$ cat src/rtl/pipe_hazard_ctrl.sv
// Pipeline control for the 16-bit 5-stage core: load-use, taken-branch and
// data-memory stall handling, processor halt and memory-timeout error.
module pipe_hazard_ctrl #(
    parameter int unsigned WAIT_MAX = 15,
    parameter int unsigned CNT_W    = 16
) (
    input  logic             clk,
    input  logic             reset,
    input  logic             memread_ex,
    input  logic             regwrite_ex,
    input  logic [2:0]       regwrite_adr_ex,
    input  logic [2:0]       rs_adr_id,
    input  logic [2:0]       rt_adr_id,
    input  logic             use_rs_id,
    input  logic             use_rt_id,
    input  logic             branch_taken_ex,
    input  logic             mem_req,
    input  logic             mem_ready,
    input  logic             halt_wb,
    output logic             en_pc,
    output logic             en_ifid,
    output logic             en_idex,
    output logic             en_exmem,
    output logic             en_memwb,
    output logic             flush_ifid,
    output logic             flush_idex,
    output logic             flush_exmem,
    output logic             flush_memwb,
    output logic             halted,
    output logic             mem_err,
    output logic [CNT_W-1:0] stall_cnt
);

    localparam int unsigned     WCNT_W     = 8;
    localparam logic [WCNT_W-1:0] WAIT_LIMIT = WCNT_W'(WAIT_MAX);
    localparam logic [CNT_W-1:0]  CNT_MAX    = {CNT_W{1'b1}};

    typedef enum logic [1:0] {
        ST_RUN     = 2'd0,
        ST_MEMWAIT = 2'd1,
        ST_HALT    = 2'd2
    } state_t;

    state_t              state;
    logic [WCNT_W-1:0]   wait_cnt;
    logic [WCNT_W-1:0]   wait_nxt;
    logic                memstall;
    logic                rs_hit;
    logic                rt_hit;
    logic                loaduse;

    // Hazard detection terms
    assign memstall = mem_req & ~mem_ready;
    assign rs_hit   = use_rs_id & (rs_adr_id == regwrite_adr_ex);
    assign rt_hit   = use_rt_id & (rt_adr_id == regwrite_adr_ex);
    assign loaduse  = memread_ex & regwrite_ex & (rs_hit | rt_hit);

    // Entering the wait from RUN counts as the first stalled cycle
    assign wait_nxt = (state == ST_RUN) ? WCNT_W'(1) : wait_cnt + WCNT_W'(1);

    assign halted = (state == ST_HALT) & ~reset;

    // Same-cycle enables/flushes in priority order
    always_comb begin
        en_pc       = 1'b1;
        en_ifid     = 1'b1;
        en_idex     = 1'b1;
        en_exmem    = 1'b1;
        en_memwb    = 1'b1;
        flush_ifid  = 1'b0;
        flush_idex  = 1'b0;
        flush_exmem = 1'b0;
        flush_memwb = 1'b0;
        if (reset) begin
            en_pc       = 1'b0;
            en_ifid     = 1'b0;
            en_idex     = 1'b0;
            en_exmem    = 1'b0;
            en_memwb    = 1'b0;
            flush_ifid  = 1'b1;
            flush_idex  = 1'b1;
            flush_exmem = 1'b1;
            flush_memwb = 1'b1;
        end else if ((state == ST_HALT) || memstall) begin
            // Front stages frozen; WB receives a bubble so nothing writes back twice
            en_pc       = 1'b0;
            en_ifid     = 1'b0;
            en_idex     = 1'b0;
            en_exmem    = 1'b0;
            flush_memwb = 1'b1;
        end else if (branch_taken_ex) begin
            flush_ifid  = 1'b1;
            flush_idex  = 1'b1;
        end else if (loaduse) begin
            en_pc       = 1'b0;
            en_ifid     = 1'b0;
            flush_idex  = 1'b1;
        end
    end

    // State, wait counter, sticky error and stall statistics
    always_ff @(posedge clk) begin
        if (reset) begin
            state     <= ST_RUN;
            wait_cnt  <= '0;
            mem_err   <= 1'b0;
            stall_cnt <= '0;
        end else begin
            if ((state != ST_HALT) && !en_pc && (stall_cnt != CNT_MAX)) begin
                stall_cnt <= stall_cnt + CNT_W'(1);
            end
            case (state)
                ST_RUN, ST_MEMWAIT: begin
                    if (halt_wb) begin
                        state <= ST_HALT;
                    end else if (memstall) begin
                        wait_cnt <= wait_nxt;
                        if (wait_nxt == WAIT_LIMIT) begin
                            state   <= ST_HALT;
                            mem_err <= 1'b1;
                        end else begin
                            state <= ST_MEMWAIT;
                        end
                    end else begin
                        state    <= ST_RUN;
                        wait_cnt <= '0;
                    end
                end
                ST_HALT: begin
                    state <= ST_HALT;
                end
                default: begin
                    state    <= ST_RUN;
                    wait_cnt <= '0;
                end
            endcase
        end
    end

endmodule

$ cat config.mk
export PLATFORM = sky130hd
export DESIGN_NAME = pipe_hazard_ctrl
export DESIGN_NICKNAME = d
export VERILOG_FILES = /design/src/rtl/pipe_hazard_ctrl.sv
export SDC_FILE = /design/constraint.sdc
export NUM_CORES = 1
export LEC_CHECK = 0
export CAP_MARGIN = 20
export CORE_MARGIN = 8
export CORE_UTILIZATION = 50
export DETAILED_ROUTE_END_ITERATION = 6
export DONT_BUFFER_PORTS = 1
export PLACE_DENSITY_LB_ADDON = 0.3
export SLEW_MARGIN = 25
export SYNTH_ARGS = -nofsm -noshare
export SYNTH_HDL_FRONTEND = slang
export SYNTH_SLANG_ARGS = --single-unit
$ cat constraint.sdc
create_clock -name clk -period 4.8 [get_ports clk]
set_input_delay 0.48 -clock clk [delete_from_list [all_inputs] [get_ports clk]]
set_output_delay 0.48 -clock clk [all_outputs]
set_load 0.05 [all_outputs]
==> flow_metrics.tcl <==
set metrics [dict create \
    regArea_um2 541 \
    cts_buffers 3 \
    gp_congestion 0.789 \
    synth_top_cell_area_share_pct 30.2 \
    drc 0 \
    dpl_cell_area_um2 1790 \
    rrSetupSlack_ns 2.06 \
    synth_edf_count 0 \
    post-place-ws_ns 2.02 \
    cts.path.max_buffers 2 \
    initial_core_util_pct 52.8 \
    hold_buffers 0 \
    critPathMaxFanout 7 \
    nets 230 \
    crit_type "flip-flop to output pin" \
    synth.net_count 235 \
    holdPathEnd "state[1]$_SDFF_PP0_" \
    r2r-end "stall_cnt[5]$_SDFFE_PP0P_" \
    synth.area.top_cells "dfxtp_1 30%, nor2_1 6.3%, nor2b_1 5.2%" \
    rsz0062_at_grt "no" \
    synthArstFlopShare_pct 0 \
    status "complete, no violations" \
    fin_crit_ns 2.78 \
    ys_ff_latch 27 \
    final_area_um2 1820 \
    max-vdd-ir-drop_v 0.000119 \
    num-fill-cells 322 \
    finalCritPeriodShare_pct 58.0 \
    finalHoldViolations 0 \
    syn_inst 214 \
    num_io_pins 46 \
    p_total_mw 0.403 \
    dp_hpwl_um 3000 \
    grt_max_degree 41 \
    synth_top_area_cell "dfxtp_1" \
    die-area_um2 5750 \
    cts-resized-gates 0 \
    leakage_nw 0.665 \
    drtIter0Drc 108 \
    layout-drive-gt1-share_pct 10.6 \
    fmax_ghz 0.359 \
    clock_latency_ns 0.32 \
    worstHoldPathType "input pin to flip-flop" \
    rows 21 \
    end_kind "output pin" \
    setup-tns-final_ns 0 \
    skew_ns 0.00482 \
    fp.dieH_um 75.8 \
    postRouteAntennaNets 0 \
    grt_pass1_vias 1403 \
    antenna_found_initial 0 \
    fin_ws_ns 2.02 \
    power_density_nw_per_um2 222 \
    max_slew_margin_pct 40.1 \
    antenna_cells 0 \
    setup_viol 0 \
    core-area_um2 3390 \
    r2r-start "state[1]$_SDFF_PP0_" \
    grt_overflow 0 \
    syn2layout_area_growth_pct 1.54 \
    htree_levels 1 \
    multi_input_area_um2 1160 \
    min-delay-start "reset" \
    vias 1508 \
    critical_path_arrival_ns 2.30 \
    worst_pin_slew_ns 0.896 \
    io_buffers 0 \
    avgSynthCellArea_um2 8.35 \
    wl_per_cell_um 15.7 \
    reg2reg_depth 6 \
    clkSlewWorstSetupHoldPaths_ns 0.15 \
    finalWirelength_um 4000 \
    ys_types 42 \
    cts_setup_buffers 0 \
    critPathRequiredTime_ns 4.32 \
    track_usage_pct 14.6 \
    drv_slew 0 \
    die_x_um 75.8 \
    cts-root-buf "clkbuf_4" \
    worstHoldPathCells 1 \
    tritoncts "done" \
    grt_pass1_wl_um 6630 \
    yosys_warnings 0 \
    cts.sinks 27 \
    syn_area_um2 1790 \
    viasPerCell 5.94 \
    synth_ff_type "dfxtp_1" \
    yosysSeqAreaShare_pct 30.2 \
    dr.pass1.iters 4 \
    drv_cap 0 \
    worstSetupStartpointType "flip-flop" \
]
-- Yosys cell counts (4+ instances only) --
library cell and number:
nor2_1 30, dfxtp_1 27, nor2b_1 15, nand3_1 13, nand2_1 11, a21oi_1 10
mux2_1 8, a211oi_1 7, o21ai_1 7, a21oi_2 6, mux2_4 6, nand4_1 6
xnor2_1 6, and3_1 5, buf_4 5, inv_1 5, and2_1 4, clkbuf_1 4
-- per-stage QoR --
step                utilization (%)  std cells  hold slack, ns
global placement               52.6        250           0.483
global route                   53.6        254           0.185
floorplan                         -        214           0.455
detailed placement             52.8        250           0.485
CTS                            53.6        254           0.192
finish                         53.6        254           0.213
-- kinds of logic (layout without fill, tap and decap cells) --
| family | Yosys count | in the layout | share of synthesized area (%) |
|---|---|---|---|
| compound gates | 51 | 51 | 21.1 |
| mux | 14 | 14 | 10.1 |
| fa+ha+maj | 2 | 2 | 1.40 |
| buf+inv | 17 | 11 | 5.25 |
| flops | 27 | 27 | 30.2 |
| simple gates | 97 | 97 | 29.0 |
| xor+xnor | 6 | 6 | 2.94 |
-- power by group --
part,internal (mW),leakage (nW),switching (mW)
Combinational,0.0180,0.432,0.0476
Sequential,0.227,0.218,0.0110
Clock,0.0325,0.0150,0.0668
-- state kept, by name, summed over array words and instances, names as in the netlist --
register   cells
mem_err        1
stall_cnt     16
state          2
wait_cnt       8
-- metal layers --
layer	part of all wire, %	global-route usage (%)
met1	42	16.7
met2	49	24.9
met3	7.7	5.26
met4	1.0	3.84
met5	0	0
-- worst max-delay path, cell delays in order (launching register included) --
cell and delay [ns]:
dfxtp_1 0.39, nor2b_1 0.18, nor2_1 0.18, nand2_1 0.40, inv_1 0.82
-- how the worst max path moves through the flow --
stage                   startpoint  slack (ns)                   endpoint
2_1_floorplan              mem_req        1.93                      en_pc
3_3_place_gp                 reset        2.10                    en_ifid
3_5_place_dp               mem_req        2.02  stall_cnt[5]$_SDFFE_PP0P_
4_1_cts        state[1]$_SDFF_PP0_        2.01                    en_idex
5_1_grt        state[1]$_SDFF_PP0_        1.90  stall_cnt[5]$_SDFFE_PP0P_
6_report       state[1]$_SDFF_PP0_        2.02                    en_idex
-- final cells by class --
type,instances,share of cell area [%]
Multi-Input combinational cell,170,64.2
Tap cell,46,3.17
Sequential cell,27,29.8
Clock buffer,4,1.45
Inverter,7,1.45
-- layout by cell type, fill, tap and decap left out, types with 3 or more instances in the layout --
cell type,synthesis,final
and2_1,4,4
nand3_1,13,13
o21ai_0,3,3
a21o_1,3,3
o21ai_1,7,7
inv_1,5,5
xnor2_1,6,6
o31ai_1,3,3
and4_1,3,3
and3_1,5,5
mux2_4,6,6
a21oi_2,6,6
a211oi_1,7,7
nand4_1,6,6
nor2b_1,15,15
a21oi_1,10,9
nor2_1,30,30
nand2b_1,3,3
nand2_1,11,11
clkbuf_4,0,3
mux2_1,8,8
dfxtp_1,27,27
Power figures use the tool's default switching activity.
